**src/rtl/ad9866_pkg.sv**
```systemverilog
// Shared types and helpers for the AD9866 receive path: sample/word widths,
// packer state encoding and sample sign extension.
package ad9866_pkg;

    localparam int AD9866_SAMPLE_W = 12;
    localparam int AD9866_WORD_W   = 32;

    typedef enum logic {
        EMPTY = 1'b0,
        HALF  = 1'b1
    } pack_state_t;

    function automatic logic [15:0] sext16(input logic [AD9866_SAMPLE_W-1:0] s);
        return {{(16 - AD9866_SAMPLE_W){s[AD9866_SAMPLE_W-1]}}, s};
    endfunction

endpackage

```
**src/rtl/ad9866_sync_fifo.sv**
```systemverilog
// Single-clock first-word-fall-through FIFO; level comes from pointers one bit
// wider than the address, and a pop frees a slot for a push in the same cycle.
module ad9866_sync_fifo #(
    parameter int WIDTH = 32,
    parameter int DEPTH = 16
) (
    input  logic                     clock,
    input  logic                     reset,
    input  logic                     i_push,
    input  logic [WIDTH-1:0]         i_push_data,
    input  logic                     i_pop,
    output logic [WIDTH-1:0]         o_head,
    output logic                     o_full,
    output logic                     o_empty,
    output logic                     o_push_ok,
    output logic [$clog2(DEPTH):0]   o_level
);

    localparam int AW = $clog2(DEPTH);
    localparam logic [AW:0] FULL_LVL = (AW + 1)'(DEPTH);

    logic [WIDTH-1:0] r_mem [DEPTH];
    logic [AW:0]      r_wr_ptr;
    logic [AW:0]      r_rd_ptr;
    logic [AW:0]      w_level;
    logic             w_pop_ok;

    assign w_level   = r_wr_ptr - r_rd_ptr;
    assign o_level   = w_level;
    assign o_full    = (w_level == FULL_LVL);
    assign o_empty   = (w_level == '0);
    assign w_pop_ok  = i_pop & ~o_empty;
    assign o_push_ok = i_push & (~o_full | w_pop_ok);

    // Head reads as zero when empty so the output is clean out of reset.
    assign o_head = o_empty ? '0 : r_mem[r_rd_ptr[AW-1:0]];

    always_ff @(posedge clock) begin
        if (!reset) begin
            r_wr_ptr <= '0;
            r_rd_ptr <= '0;
        end else begin
            if (o_push_ok) r_wr_ptr <= r_wr_ptr + 1'b1;
            if (w_pop_ok)  r_rd_ptr <= r_rd_ptr + 1'b1;
        end
    end

    always_ff @(posedge clock) begin
        if (o_push_ok) r_mem[r_wr_ptr[AW-1:0]] <= i_push_data;
    end

endmodule

```
**src/rtl/ad9866_rx_packer.sv**
```systemverilog
// Packs sample pairs into 32-bit words, buffers them and reports dropped words.
// AD9866_RX_OVF_COUNT_EN adds the saturating ovf_count port.  States: EMPTY | no sample held; HALF | low sample held.
module ad9866_rx_packer
    import ad9866_pkg::*;
#(
    parameter int DEPTH = 16
) (
    input  logic                        clock,
    input  logic                        reset,
    input  logic [AD9866_SAMPLE_W-1:0]  rx_data,
    input  logic                        rx_enable,
    output logic [AD9866_WORD_W-1:0]    out_data,
    output logic                        out_valid,
    input  logic                        out_ready,
    output logic [$clog2(DEPTH):0]      level,
    output logic                        overflow,
    input  logic                        clear_overflow
`ifdef AD9866_RX_OVF_COUNT_EN
    ,
    output logic [15:0]                 ovf_count
`endif
);

    pack_state_t                r_state;
    pack_state_t                w_state_nxt;
    logic                       w_latch;
    logic                       w_form;
    logic [AD9866_SAMPLE_W-1:0] r_low;
    logic [AD9866_WORD_W-1:0]   r_word;
    logic                       r_push;
    logic                       r_overflow;
    logic                       w_full;
    logic                       w_empty;
    logic                       w_push_ok;
    logic                       w_drop;

    always_ff @(posedge clock) begin
        if (!reset) r_state <= EMPTY;
        else        r_state <= w_state_nxt;
    end

    always_comb begin
        w_state_nxt = r_state;
        w_latch     = 1'b0;
        w_form      = 1'b0;
        case (r_state)
            EMPTY: begin
                if (rx_enable) begin
                    w_latch     = 1'b1;
                    w_state_nxt = HALF;
                end
            end
            HALF: begin
                w_form      = rx_enable;
                w_state_nxt = EMPTY;
            end
            default: w_state_nxt = EMPTY;
        endcase
    end

    // The formed word is staged one cycle before it reaches the FIFO.
    always_ff @(posedge clock) begin
        if (!reset) begin
            r_low  <= '0;
            r_word <= '0;
            r_push <= 1'b0;
        end else begin
            r_push <= w_form;
            if (w_latch) r_low  <= rx_data;
            if (w_form)  r_word <= {sext16(rx_data), sext16(r_low)};
        end
    end

    ad9866_sync_fifo #(
        .WIDTH (AD9866_WORD_W),
        .DEPTH (DEPTH)
    ) u_fifo (
        .clock       (clock),
        .reset       (reset),
        .i_push      (r_push),
        .i_push_data (r_word),
        .i_pop       (out_ready),
        .o_head      (out_data),
        .o_full      (w_full),
        .o_empty     (w_empty),
        .o_push_ok   (w_push_ok),
        .o_level     (level)
    );

    assign out_valid = ~w_empty;
    assign w_drop    = r_push & ~w_push_ok;

    // A drop outranks a coincident clear.
    always_ff @(posedge clock) begin
        if (!reset)              r_overflow <= 1'b0;
        else if (w_drop)         r_overflow <= 1'b1;
        else if (clear_overflow) r_overflow <= 1'b0;
    end

    assign overflow = r_overflow;

`ifdef AD9866_RX_OVF_COUNT_EN
    logic [15:0] r_ovf_count;

    always_ff @(posedge clock) begin
        if (!reset) begin
            r_ovf_count <= '0;
        end else if (w_drop) begin
            if (clear_overflow)              r_ovf_count <= 16'd1;
            else if (r_ovf_count != 16'hFFFF) r_ovf_count <= r_ovf_count + 16'd1;
        end else if (clear_overflow) begin
            r_ovf_count <= '0;
        end
    end

    assign ovf_count = r_ovf_count;
`else
    logic w_unused;
    assign w_unused = w_full;
`endif

endmodule

```
**config.mk**
```make
export PLATFORM = sky130hd
export DESIGN_NAME = ad9866_rx_packer
export DESIGN_NICKNAME = d
export VERILOG_FILES = /design/src/rtl/ad9866_pkg.sv /design/src/rtl/ad9866_sync_fifo.sv /design/src/rtl/ad9866_rx_packer.sv
export SDC_FILE = /design/constraint.sdc
export NUM_CORES = 1
export LEC_CHECK = 0
export BUFFER_PORTS_ARGS = -buffer_cell sky130_fd_sc_hd__buf_2
export CORE_MARGIN = 3
export CORE_UTILIZATION = 55
export CTS_BUF_LIST = sky130_fd_sc_hd__clkbuf_4 sky130_fd_sc_hd__clkbuf_8 sky130_fd_sc_hd__clkbuf_16
export CTS_CLUSTER_DIAMETER = 80
export DETAILED_ROUTE_END_ITERATION = 10
export GPL_TIMING_DRIVEN = 0
export HOLD_SLACK_MARGIN = 0.08
export PLACE_DENSITY_LB_ADDON = 0.12
export SLEW_MARGIN = 20
export SYNTH_ARGS = -nofsm -noshare
export SYNTH_HDL_FRONTEND = slang
export SYNTH_SLANG_ARGS = --single-unit
```
**constraint.sdc**
```tcl
create_clock -name clock -period 4.3 [get_ports clock]
set_clock_uncertainty 0.05 [all_clocks]
set_input_delay 1.29 -clock clock [delete_from_list [all_inputs] [get_ports clock]]
set_output_delay 1.29 -clock clock [all_outputs]
set_load 0.1 [all_outputs]
```
## Word-level counts from Yosys, hierarchy flattened

Memory sizes are Yosys's and may differ from the RTL's. A register that Yosys moved wholly into a read port is not among the register bits.
Index checks and enable logic that the tools add are counted.

| storage, ports and cells | value |
|---|---|
| bits of input ports | 17 |
| memories kept | 1 |
| memory bits (read-only) | 0 |
| bits in latches | 0 |
| output and inout port bits | 39 |
| bits in writable memories | 512 |
| register bits | 53 |

| operators by class | value |
|---|---|
| equal/unequal tests | 1 |
| reductions and logical operators | 2 |
| shifts and indexed selects | 0 |
| $add $sub $neg | 3 |
| multiplexer cells | 11 |
| magnitude comparators | 0 |
| multiply operators | 0 |
| bitwise operators | 8 |
| div/mod/pow operators | 0 |

Memory list:

| name | depth | width | rd ports | clocked after Yosys merged registers in | write ports | RTL line | text |
|---|---|---|---|---|---|---|---|
| u_fifo.r_mem | 16 | 32 | 1 | 1 | 1 | ad9866_sync_fifo.sv:22 | `logic [WIDTH-1:0] r_mem [DEPTH];` |

Operators with widths:

| kind | number |
|---|---|
| two-way mux 32 bit | 1 |
| adder 5 x 1 -> 5 bit (second input constant) | 2 |
| two-way mux 4 bit | 2 |
| two-way mux 1 bit | 7 |
| == test 5 bit (second input constant) | 1 |
| zero test 5 bit | 1 |
| subtractor 5 bit | 1 |
| NOT 1 bit | 4 |
| bitwise AND 1 bit | 3 |
| one-hot mux 1 bit (2 select lines) | 1 |
| nonzero test 2 bit | 1 |
| bitwise OR 1 bit | 1 |

## Depth between registers and ports, before layout

Gate-level depths: netlist (run 1).

| logic depth | value |
|---|---|
| depth after elaboration | 9 |
| mapped depth | 10 |
| gate-level depth less buffers | 8 |

## Modules after synthesis

Synthesis (run 1) repeated with hierarchy kept, for this count alone.

| second synthesis, totals | value |
|---|---|
| cells, all modules | 1000 |
| area total of the unflattened synthesis | 21813.4 µm² |

Modules (own cells, without submodules):

| module | area each (µm²) | sequential area each (µm²) | times used | cells an instance |
|---|---|---|---|---|
| ad9866_sync_fifo | 20338.3 | 15655.0 | 1 | 857 |
| ad9866_rx_packer | 1475.2 | 780.7 | 1 | 143 |

## Worst setup path after synthesis (run 1)

Ideal clock, no wire load.

| timing | value |
|---|---|
| path type | register to output |
| from | register u_fifo.r_wr_ptr[0] |
| to | output port out_data[28] |
| data arrival time | 5.679 ns |
| data required time | 2.960 ns |
| slack | -2.719 ns |
| cell stages (with the launch flop) | 11 |
| cell sequence | dfxtp_1 -> inv_1 -> ha_1 -> fa_1 -> xnor2_1 -> a211o_1 -> o31ai_4 -> and2_1 -> buf_2 -> nor2b_1 -> buf_4 |

| on the way | value |
|---|---|
| cells in the longest elaborated chain, start to end | 3 |

RTL lines:

| item | RTL line | text |
|---|---|---|
| from (decl) | ad9866_sync_fifo.sv:23 | `logic [AW:0] r_wr_ptr;` |
| from (signal assigned) | ad9866_sync_fifo.sv:43 | `if (o_push_ok) r_wr_ptr <= r_wr_ptr + 1'b1;` |
| subtractor 5 bit | ad9866_sync_fifo.sv:28 | `assign w_level = r_wr_ptr - r_rd_ptr;` |
| via level[2] | ad9866_rx_packer.sv:15 | `output logic [$clog2(DEPTH):0] level,` |
| zero test 5 bit | ad9866_sync_fifo.sv:31 | `assign o_empty = (w_level == '0);` |
| two-way mux 32 bit | ad9866_sync_fifo.sv:36 | `assign o_head = o_empty ? '0 : r_mem[r_rd_ptr[AW-1:0]];` |
| to (decl) | ad9866_rx_packer.sv:12 | `output logic [AD9866_WORD_W-1:0] out_data,` |

The timed path passes the listed nets, and every way through them passes these cells.

## Worst setup path after layout (run 1)

| timing | value |
|---|---|
| from | register u_fifo.r_wr_ptr[0] |
| to | output port out_data[5] |

| on the way | value |
|---|---|
| cells in the longest elaborated chain, start to end | 3 |

RTL lines:

| item | RTL line |
|---|---|
| subtractor 5 bit | ad9866_sync_fifo.sv:28 |
| zero test 5 bit | ad9866_sync_fifo.sv:31 |
| two-way mux 32 bit | ad9866_sync_fifo.sv:36 |

Every way passes these cells.

==> results.md, run 1 <==
- MaxCap Viol Count: 0
- Synth Cell Area: between 0.015 and 0.02 mm²
- Outcome: finished, violations left
- DR vias/cell: 6.19
- Library cells used by synthesis: 33
- Post-Syn Nets: ~900
- Die ar.: about 0.033 mm²
- Leakage: between 6 and 7 nW
- Clock buffer depth: 3
- Worst reg2reg path endpoint: u_fifo.r_mem[1][5]
- Clock tree from TritonCTS: yes
- Gr usage total: 0.242
- Tcrit/Tclk final: 1.04
- Crit end category: output pin
- Initial antenna violation count: 1
- Headroom to the max-slew limit: 0.368
- VDD IR max: 1.22 mV
- Worst-path maximum fanout: 6
- H-Tree Depth: 2
- Clk slew on worst S/H paths: about 0.060 ns
- DRT Wirelength: about 39000 µm
- DR WL/cell: roughly 28 µm
- Initial Utilization: 0.566
- Most frequent cells in the layout: edfxtp_1 (384), mux4_2 (120), nand2_1 (91)
- CTS Sinks: 437
- GRT busiest layer: met2
- Cell Pwr Density: a little over 700 mW/mm²
- Failing checks: negative setup slack
- Crit start category: flop
- Minimum clock period: 4.46 ns
- Avg Cell Area, Syn: 20.0 µm²
- TritonCTS Buffers: 43
- CP top delay family: adder cells
- Reg-to-reg slack, setup: between 0.8 and 0.9 ns
- WHS Endpoint: r_low[11]
- Vias in the first global route: 9098
- GRT met1 Usage: 0.346
- Async set-or-reset flop fraction in the synthesized netlist: 0
- Final HPWL DP: around 25000 µm
- Inserted Diodes: 0
- Most frequent CP cell: buf_12
- Core Box Area: around 0.030 mm²
- Hold Path Stages: 2
- Remaining global-route overflow: 0
- Hold Path Class: flop to flop
- CP max-delay cell: fa_2
- Largest net degree at the start of global routing: 23
- Final Hold Fails: 0
- Final setup viols: 33
- Hold Startpoint: r_low[11]
- Met2 global-route usage: 0.398
- Mapped Cells: approximately 850
- F_max: between 0.2 and 0.25 GHz
- Final std cells w/o fill: between 1000 and 1500
- CP cell instances: inv_4 -> ha_4 -> fa_2 -> clkinvlp_4 -> or3_4 -> o31ai_4 -> and2_4 -> buf_4 -> buf_12 -> nor2b_4 -> buf_12
- First-pass GRT wire length: about 58000 µm
- Die Height: ~180 µm
- Via count: between 8000 and 9000
- Setup Slack @ Placement: -0.303 ns
- Worst EP required: ~3.0 ns
- Synth Flop Type: edfxtp_1
- Antenna viol nets, final: 0
- Post-synth EDFFs: 384
- Row count: 63
- Nets: between 1000 and 1500
- FF-to-FF Start: u_fifo.r_wr_ptr[0]
- Initial DRC Count: roughly 1100
- RSZ-0062 raised after global routing: yes
- Max-slew violations: 0
- Syn-to-layout area delta: 21.2%
- Worst r2r path cells: 10
- Clock Latency Late Sink: approximately 0.54 ns
- Slew @ Worst Pin: between 0.9 and 1 ns
- Critical path buffers and inverters: 5
- IO buf count: between 50 and 60
- Post-synthesis register bit count: between 400 and 500
- CP peak stage delay: 0.57 ns
- Layout cells sized above 1: 0.360
- Most common cell after layout, fill and taps aside: edfxtp_1
- Crit path DAT: around 3.1 ns
- Final worst slack: -0.158 ns
- Worst setup path category: flop to output pin
- Root Buffer: clkbuf_16
- Yosys warns: 0
- Post-synthesis sequential area ratio: 0.738
- Final Power: 14.7 mW
- TritonRoute pass-1 iters: 5
- Filler instances: 1849
- Width of the chip: 182 µm
- DRC viols: 0
- RePlAce Congestion: 0.874
- Met3 Usage GRT: 0.0333
- IO Pins: 56
- Placed Cells: 1311
-- Yosys cell counts, types with 2 or more instances --
cell type,number,share of area
a21boi_0,37,0.016
a21boi_1,2,0.00088
a21oi_1,7,0.0021
and2_1,7,0.0026
and3_1,13,0.0048
buf_1,4,0.00088
buf_12,4,0.0047
buf_2,13,0.0038
buf_4,8,0.0035
buf_6,2,0.0013
clkbuf_1,21,0.0046
dfxtp_1,53,0.062
edfxtp_1,384,0.68
ha_1,9,0.0066
inv_1,9,0.0020
mux2i_1,11,0.0065
mux4_2,120,0.16
nand2_1,91,0.020
nand2b_1,9,0.0033
nand3_1,3,0.00088
nand4_1,2,0.00073
nor2_1,3,0.00066
nor2b_1,27,0.0099
xnor2_1,3,0.0015
-- tightest hold or removal path, stage by stage, from the launching register on --
cell	delay, ns
dfxtp_1	0.31
nand2_1	0.05
a21boi_0	0.07
-- area by class of cell --
class,count,area (µm²),area share
tap,390,488,0.0236
inverter,9,43.8,0.00212
multi-input combinational,353,4320,0.209
timing repair buffer,82,1320,0.0639
buffer,52,465,0.0225
clock buffer,61,1220,0.0592
sequential,437,12600,0.610
clock inverter,17,210,0.0102
-- flip-flops by register name (all words and copies together) (netlist names), named ones only --
name / flops
r_word: 24
r_state: 1
u_fifo.r_mem: 384
overflow: 1
u_fifo.r_rd_ptr: 5
r_low: 12
r_push: 1
u_fifo.r_wr_ptr: 5
-- metal layers --
metal	up-vias	part of all wire	routed length, µm
met4	2	0.026	1030
li1	3654	-	-
met1	4558	0.41	15800
met5	-	0.00028	11
met2	382	0.50	19600
met3	77	0.065	2530
-- metrics by stage --
step / setup TNS (ns) / hold WS [ns] / cell area, µm² / utilization
2_1_floorplan: -6.09 / 0.391 / 17300 / -
3_3_place_gp: -19.39 / 0.409 / 18100 / 0.600
3_5_place_dp: -4.06 / 0.408 / 18500 / 0.615
4_1_cts: -4.22 / 0.426 / 20400 / 0.678
5_1_grt: -5.02 / 0.439 / 20700 / 0.687
6_report: -3.39 / 0.426 / 20700 / 0.687
-- power by group --
group          leakage (nW)  switching, mW  internal [mW]  total, mW
Combinational          2.13           3.73           2.58       6.31
Clock                 0.729           1.49           2.29       3.77
Sequential             3.84         0.0472           4.61       4.65
-- worst max-delay path by stage --
stage / to / slack (ns) / start / depth (start not counted)
3_3_place_gp: u_fifo.r_wr_ptr[4] / -0.74 / out_ready / 5
6_report: out_data[5] / -0.16 / u_fifo.r_wr_ptr[0] / 11
5_1_grt: out_data[6] / -0.22 / u_fifo.r_wr_ptr[0] / 11
4_1_cts: out_data[29] / -0.20 / u_fifo.r_wr_ptr[0] / 11
3_5_place_dp: out_data[30] / -0.30 / u_fifo.r_wr_ptr[0] / 11
2_1_floorplan: out_data[28] / -0.31 / u_fifo.r_wr_ptr[0] / 10
-- timing repair --
action,4_1_cts,5_1_grt
gates cloned,1,0
pin swaps,2,1
setup endpoints to repair,33,33
hold buffers,0,0
setup buffers,6,8
gates resized for setup,113,55
-- kinds of logic (layout without fill, tap and decap cells) --
group,after synthesis,after routing,synth area share
AOI/OAI and AO/OA,51,51,0.0225
and+or+nand+nor,157,157,0.0436
muxes,131,131,0.165
DFF,437,437,0.738
buffers and inverters,61,221,0.0208
adders and majority gates,10,10,0.00778
xor gates and xnor gates,4,4,0.00205
Note: power is estimated with default switching activity, not from simulation.
==> inputs of run 2 (changes only) <==
Settings changed: MAX_ROUTING_LAYER from default to met4.
==> results.md, run 2 (synthesis gave the netlist of run 1 again) <==
- Hold Startpoint: r_low[9]
- Crit path DAT: 3.11 ns (about the same)
- Failing checks: negative setup slack
- Syn-to-layout area delta: 21.2% (about the same)
- Worst r2r path cells: 10 (unchanged)
- Net Sw Power: 5.27 mW (about the same)
- Post-route setup TNS: -3.19 ns (+0.206 ns)
- IO buf count: 54 (unchanged)
- Leakage: 6.70 nW (about the same)
- IO Pins: 56 (unchanged)
- Reg power frac: 0.316 (about the same)
- Gr usage total: 0.249 (+0.00729)
- Crit end category: output pin
- Vias in the first global route: 9097 (-0.011%)
- Row count: 63 (unchanged)
- Initial Utilization: 0.566 (unchanged)
- Tcrit/Tclk final: 1.04 (-0.00109)
- Clock buffer depth: 3 (unchanged)
- Most common cell after layout, fill and taps aside: edfxtp_1
- Slew @ Worst Pin: 0.942 ns (-0.00698 ns)
- Worst reg2reg path endpoint: u_fifo.r_mem[1][5]
- H-Tree Depth: 2 (unchanged)
- RSZ-0062 raised after global routing: yes
- Die Height: 182 µm (unchanged)
- Worst-path maximum fanout: 6 (unchanged)
- First-pass GRT wire length: 58300 µm (about the same)
- Crit start category: flop
- Clk slew on worst S/H paths: 0.06 ns (about the same)
- Final HPWL DP: 24600 µm (unchanged)
- Headroom to the max-slew limit: 0.372 (+0.00465)
- Initial antenna violation count: 1 (unchanged)
- DR vias/cell: 6.21 (+0.33%)
- Max-slew violations: 0 (unchanged)
- Root Buffer: clkbuf_16
- Final instance area: 0.0207 mm² (about the same)
- Reg-to-reg slack, setup: 0.86 ns (-0.02 ns)
- FF-to-FF Start: u_fifo.r_wr_ptr[0]
- Sw frac: 0.357 (about the same)
- Nets: 1005 (unchanged)
- RePlAce Congestion: 0.888 (+1.6%)
- F_max: 0.225 GHz (+0.11%)
- Initial DRC Count: 1234 (+8.4%)
- WHS Endpoint: r_low[9]
- Placed Cells: 1311 (unchanged)
- Filler instances: 1847 (-0.11%)
- TritonCTS Buffers: 43 (unchanged)
- Cell Pwr Density: 713 mW/mm² (about the same)
- Most frequent cells in the layout: edfxtp_1 (384), mux4_2 (120), nand2_1 (91)
- Worst EP required: 2.96 ns (about the same)
- Final std cells w/o fill: 1402 (+0.071%)
- CTS Sinks: 437 (unchanged)
- Comb pwr share: 0.428 (about the same)
- Hold Path Stages: 2 (unchanged)
- Clock tree from TritonCTS: yes
- DR WL/cell: 27.8 µm (-0.22%)
- Via count: 8708 (+0.40%)
- Worst setup path category: flop to output pin
- MaxCap Viol Count: 0 (unchanged)
- DRT Wirelength: 39000 µm (-0.15%)
- VDD IR max: 1.22 mV (about the same)
- Antenna viol nets, final: 0 (unchanged)
- Outcome: finished, violations left
- Seq. cell area: 0.0126 mm² (unchanged)
- Int Pwr: 9.47 mW (about the same)
- Minimum clock period: 4.45 ns (-0.00469 ns)
- DRC viols: 0 (unchanged)
- Hold Path Class: flop to flop
- Final worst slack: -0.153 ns (+0.00469 ns)
- Multi-input logic area: 0.00432 mm² (unchanged)
- Clock Latency Late Sink: 0.54 ns (about the same)
- Final Hold Fails: 0 (unchanged)
- Remaining global-route overflow: 0 (unchanged)
- Die ar.: 0.0332 mm² (unchanged)
- Layout cells sized above 1: 0.360 (unchanged)
- TritonRoute pass-1 iters: 5 (unchanged)
- Width of the chip: 182 µm (unchanged)
- Clock power share: 0.256 (about the same)
- Core Box Area: 0.0301 mm² (unchanged)
- Final setup viols: 32 (-3.0%)
- Max reg flops: 384 (unchanged)
- Largest net degree at the start of global routing: 23 (unchanged)
- Placed inst area: 0.0185 mm² (unchanged)
-- run 2: layout make-up --
class	instances	share of cell area
clock buffers	61	0.0592
repair buffers	82	0.0639
flip-flops and latches	437	0.609
multi-input cells	353	0.209
clock inverters	17	0.0102
diodes	1	0.000121
inverters	9	0.00212
plain buffers	52	0.0225
well taps	390	0.0236
-- run 2: power by group through the flow --
stage / Combinational, mW / Clock (mW) / Sequential (mW)
2_1_floorplan: 4.23 / 0 / 4.73
3_5_place_dp: 4.96 / 0 / 4.74
6_report: 6.31 / 3.78 / 4.65
3_3_place_gp: 4.89 / 0 / 4.74
4_1_cts: 5.87 / 3.82 / 4.65
5_1_grt: 6.51 / 4.00 / 4.66
-- run 2: worst max path at each step --
stage                              end          startpoint  depth (start not counted)  slack, ns
CTS                       out_data[29]  u_fifo.r_wr_ptr[0]                         11      -0.20
floorplan                 out_data[28]  u_fifo.r_wr_ptr[0]                         10      -0.31
global placement    u_fifo.r_wr_ptr[4]           out_ready                          5      -0.74
detailed placement        out_data[30]  u_fifo.r_wr_ptr[0]                         11      -0.30
global route               out_data[6]  u_fifo.r_wr_ptr[0]                         11      -0.22
finish                    out_data[28]  u_fifo.r_wr_ptr[0]                         11      -0.15
-- run 2: through the flow --
step / utilization / setup slack [ns] / power (mW) / hold WS, ns
6_report: 0.687 / -0.153 / 14.7 / 0.424
5_1_grt: 0.687 / -0.217 / 15.2 / 0.439
4_1_cts: 0.678 / -0.204 / 14.3 / 0.426
3_5_place_dp: 0.615 / -0.303 / 9.70 / 0.408
3_3_place_gp: 0.600 / -0.737 / 9.63 / 0.409
2_1_floorplan: - / -0.309 / 8.95 / 0.391
-- run 2: routing by layer --
layer / GRT usage / up-vias / wire [µm]
li1: - / 3657 / -
met1: 0.346 / 4550 / 15800
met2: 0.398 / 415 / 19500
met3: 0.0323 / 86 / 2630
met4: 0.0686 / 0 / 1050
met5: - / - / 0
-- run 2: repair_timing --
| action | CTS | global route |
|---|---|---|
| setup buffers | 6 | 8 |
| resized for setup | 113 | 55 |
| pin swaps | 2 | 1 |
| hold buffers | 0 | 0 |
| cloned | 1 | 0 |
| setup endpoints to repair | 33 | 33 |
-- run 2: worst max-delay path, stage by stage (launching register included) --
cell and delay, ns:
dfxtp_4 0.36, inv_4 0.04, ha_4 0.15, fa_2 0.57, clkinvlp_4 0.10, or3_4 0.34
o31ai_4 0.20, and2_4 0.29, buf_12 0.14, nor2b_4 0.08, buf_12 0.13, buf_12 0.15
==> inputs of run 3 (changes only) <==
Settings changed: CORE_UTILIZATION 55 to 60.
==> results.md, run 3 (synthesis gave the netlist of run 1 again) <==
- Outcome: finished, violations left
- Failing checks: negative setup slack
- Clock tree from TritonCTS: yes
- F_max: 0.222 GHz (-1.1%)
- Minimum clock period: 4.50 ns (+0.0505 ns)
- Root Buffer: clkbuf_16
- Width of the chip: 175 µm (-4.1%)
- DR vias/cell: 6.31 (+1.6%)
- Crit end category: output pin
- Final Hold Fails: 0 (unchanged)
- Post-route setup TNS: -4.50 ns (-1.31 ns)
- Syn-to-layout area delta: 21.3% (about the same)
- Initial DRC Count: 1036 (-16%)
- Reg power frac: 0.313 (-0.003)
- Clk slew on worst S/H paths: 0.06 ns (about the same)
- Row count: 61 (-3.2%)
- Hold Path Class: flop to flop
- Multi-input logic area: 0.00436 mm² (+0.93%)
- Max-slew violations: 0 (unchanged)
- Die Height: 175 µm (-4.1%)
- RePlAce Congestion: 0.860 (-3.2%)
- Leakage: 6.73 nW (+0.51%)
- Remaining global-route overflow: 0 (unchanged)
- Initial antenna violation count: 0 (-1)
- Net Sw Power: 5.36 mW (+1.8%)
- IO buf count: 54 (unchanged)
- Headroom to the max-slew limit: 0.393 (+0.0205)
- Tcrit/Tclk final: 1.05 (+0.0117)
- Antenna viol nets, final: 0 (unchanged)
- Worst EP required: 2.96 ns (about the same)
- Die ar.: 0.0305 mm² (-8.1%)
- H-Tree Depth: 2 (unchanged)
- CTS Sinks: 437 (unchanged)
- Final worst slack: -0.204 ns (-0.0505 ns)
- Placed inst area: 0.0185 mm² (-0.20%)
- Hold slack final: 0.425 ns (+0.000927 ns)
- Worst setup path category: flop to output pin
- Worst-path maximum fanout: 5 (-1)
- MaxCap Viol Count: 0 (unchanged)
- Gr usage total: 0.279 (+0.0302)
- Clock buffer depth: 3 (unchanged)
- Sw frac: 0.361 (+0.00333)
- Seq. cell area: 0.0126 mm² (about the same)
- Comb pwr share: 0.443 (+0.015)
- Slew @ Worst Pin: 0.911 ns (-0.0307 ns)
- Crit path DAT: 3.16 ns (+0.05 ns)
- Max reg flops: 384 (unchanged)
- Reg-to-reg slack, setup: 0.91 ns (+0.05 ns)
- First-pass GRT wire length: 59700 µm (+2.3%)
- Clock power share: 0.244 (-0.012)
- Via count: 8770 (+0.71%)
- Core Box Area: 0.0279 mm² (-7.2%)
- Final std cells w/o fill: 1390 (-0.86%)
- TritonCTS Buffers: 43 (unchanged)
- IO Pins: 56 (unchanged)
- Crit start category: flop
- DR WL/cell: 28.7 µm (+3.2%)
- Vias in the first global route: 9209 (+1.2%)
- Inserted Diodes: 0 (-1)
- CP peak stage delay: 0.57 ns (about the same)
- Placed Cells: 1299 (-0.92%)
- Cell Pwr Density: 718 mW/mm² (+0.75%)
- TritonRoute pass-1 iters: 5 (unchanged)
- CP cell instances: inv_4 -> ha_4 -> fa_2 -> clkinvlp_4 -> or3_4 -> o31ai_4 -> and2_4 -> buf_6 -> buf_12 -> clkinvlp_4 -> buf_12
- DRT Wirelength: 39900 µm (+2.3%)
- Final instance area: 0.0207 mm² (about the same)
- Clock Latency Late Sink: 0.53 ns (about the same)
- RSZ-0062 raised after global routing: yes
- DRC viols: 0 (unchanged)
- Initial Utilization: 0.611 (+0.0441)
- Most frequent cells in the layout: edfxtp_1 (384), mux4_2 (120), nand2_1 (91)
- Nets: 1007 (+0.20%)
- Most common cell after layout, fill and taps aside: edfxtp_1
- CP max-delay cell: fa_2
- Int Pwr: 9.50 mW (+0.30%)
- Post-CTS Hold Fix Bufs: 0 (unchanged)
- VDD IR max: 1.12 mV (-8.3%)
- Final setup viols: 32 (unchanged)
- Filler instances: 1591 (-14%)
- Layout cells sized above 1: 0.361 (+0.000632)
- Final HPWL DP: 24200 µm (-1.6%)
- Largest net degree at the start of global routing: 22 (-4.3%)
[run 3: critical path: cells and delay by family, from the launching register on]
kind	cells	cell delay [ns]
buffers and inverters	6	0.70
adder cells (fa/ha/maj)	2	0.72
AO/OA/AOI/OAI	1	0.21
AND/OR/NAND/NOR	2	0.63
flip-flops	1	0.36
[run 3: power by group through the flow]
stage	clock [mW]	sequential, mW	combinational, mW
2_1_floorplan	0	4.73	4.23
3_3_place_gp	0	4.74	4.90
3_5_place_dp	0	4.74	4.96
4_1_cts	3.67	4.65	6.44
5_1_grt	3.86	4.66	6.78
6_report	3.63	4.65	6.58
[run 3: timing repair]
action                                  4_1_cts  5_1_grt
buffers inserted                             12        6
gates cloned                                  1        0
endpoints found under the setup margin       33       33
resized for setup                           163       22
pin swaps                                     4        1
[run 3: metrics by stage]
stage	setup slack, ns	utilization	power [mW]
2_1_floorplan	-0.309	-	8.95
3_3_place_gp	-0.704	0.646	9.64
3_5_place_dp	-0.272	0.662	9.70
4_1_cts	-0.215	0.737	14.8
5_1_grt	-0.294	0.741	15.3
6_report	-0.204	0.741	14.9
[run 3: final cells by class]
cell class,instances,area share
multi-input combinational,353,0.211
inverter,9,0.00212
sequential,437,0.609
buffer,52,0.0223
clock inverter,16,0.00496
tap,378,0.0229
timing repair buffer,84,0.0662
clock buffer,61,0.0620
[run 3: per-layer routing]
metal / wire length [µm] / up-vias / global-route usage
met5: 0 / - / -
met4: 1380 / 0 / 0.0878
met3: 3150 / 94 / 0.0400
met2: 20100 / 453 / 0.451
met1: 15300 / 4561 / 0.379
li1: - / 3662 / -
[run 3: worst paths after layout]
path,start,end,cells past startpoint
worst max-delay path,u_fifo.r_wr_ptr[0],out_valid,11
worst min-delay path,r_low[10],r_low[10],2
worst max register to register,u_fifo.r_wr_ptr[0],u_fifo.r_mem[5][20],11
worst min register to register,r_low[10],r_low[10],2
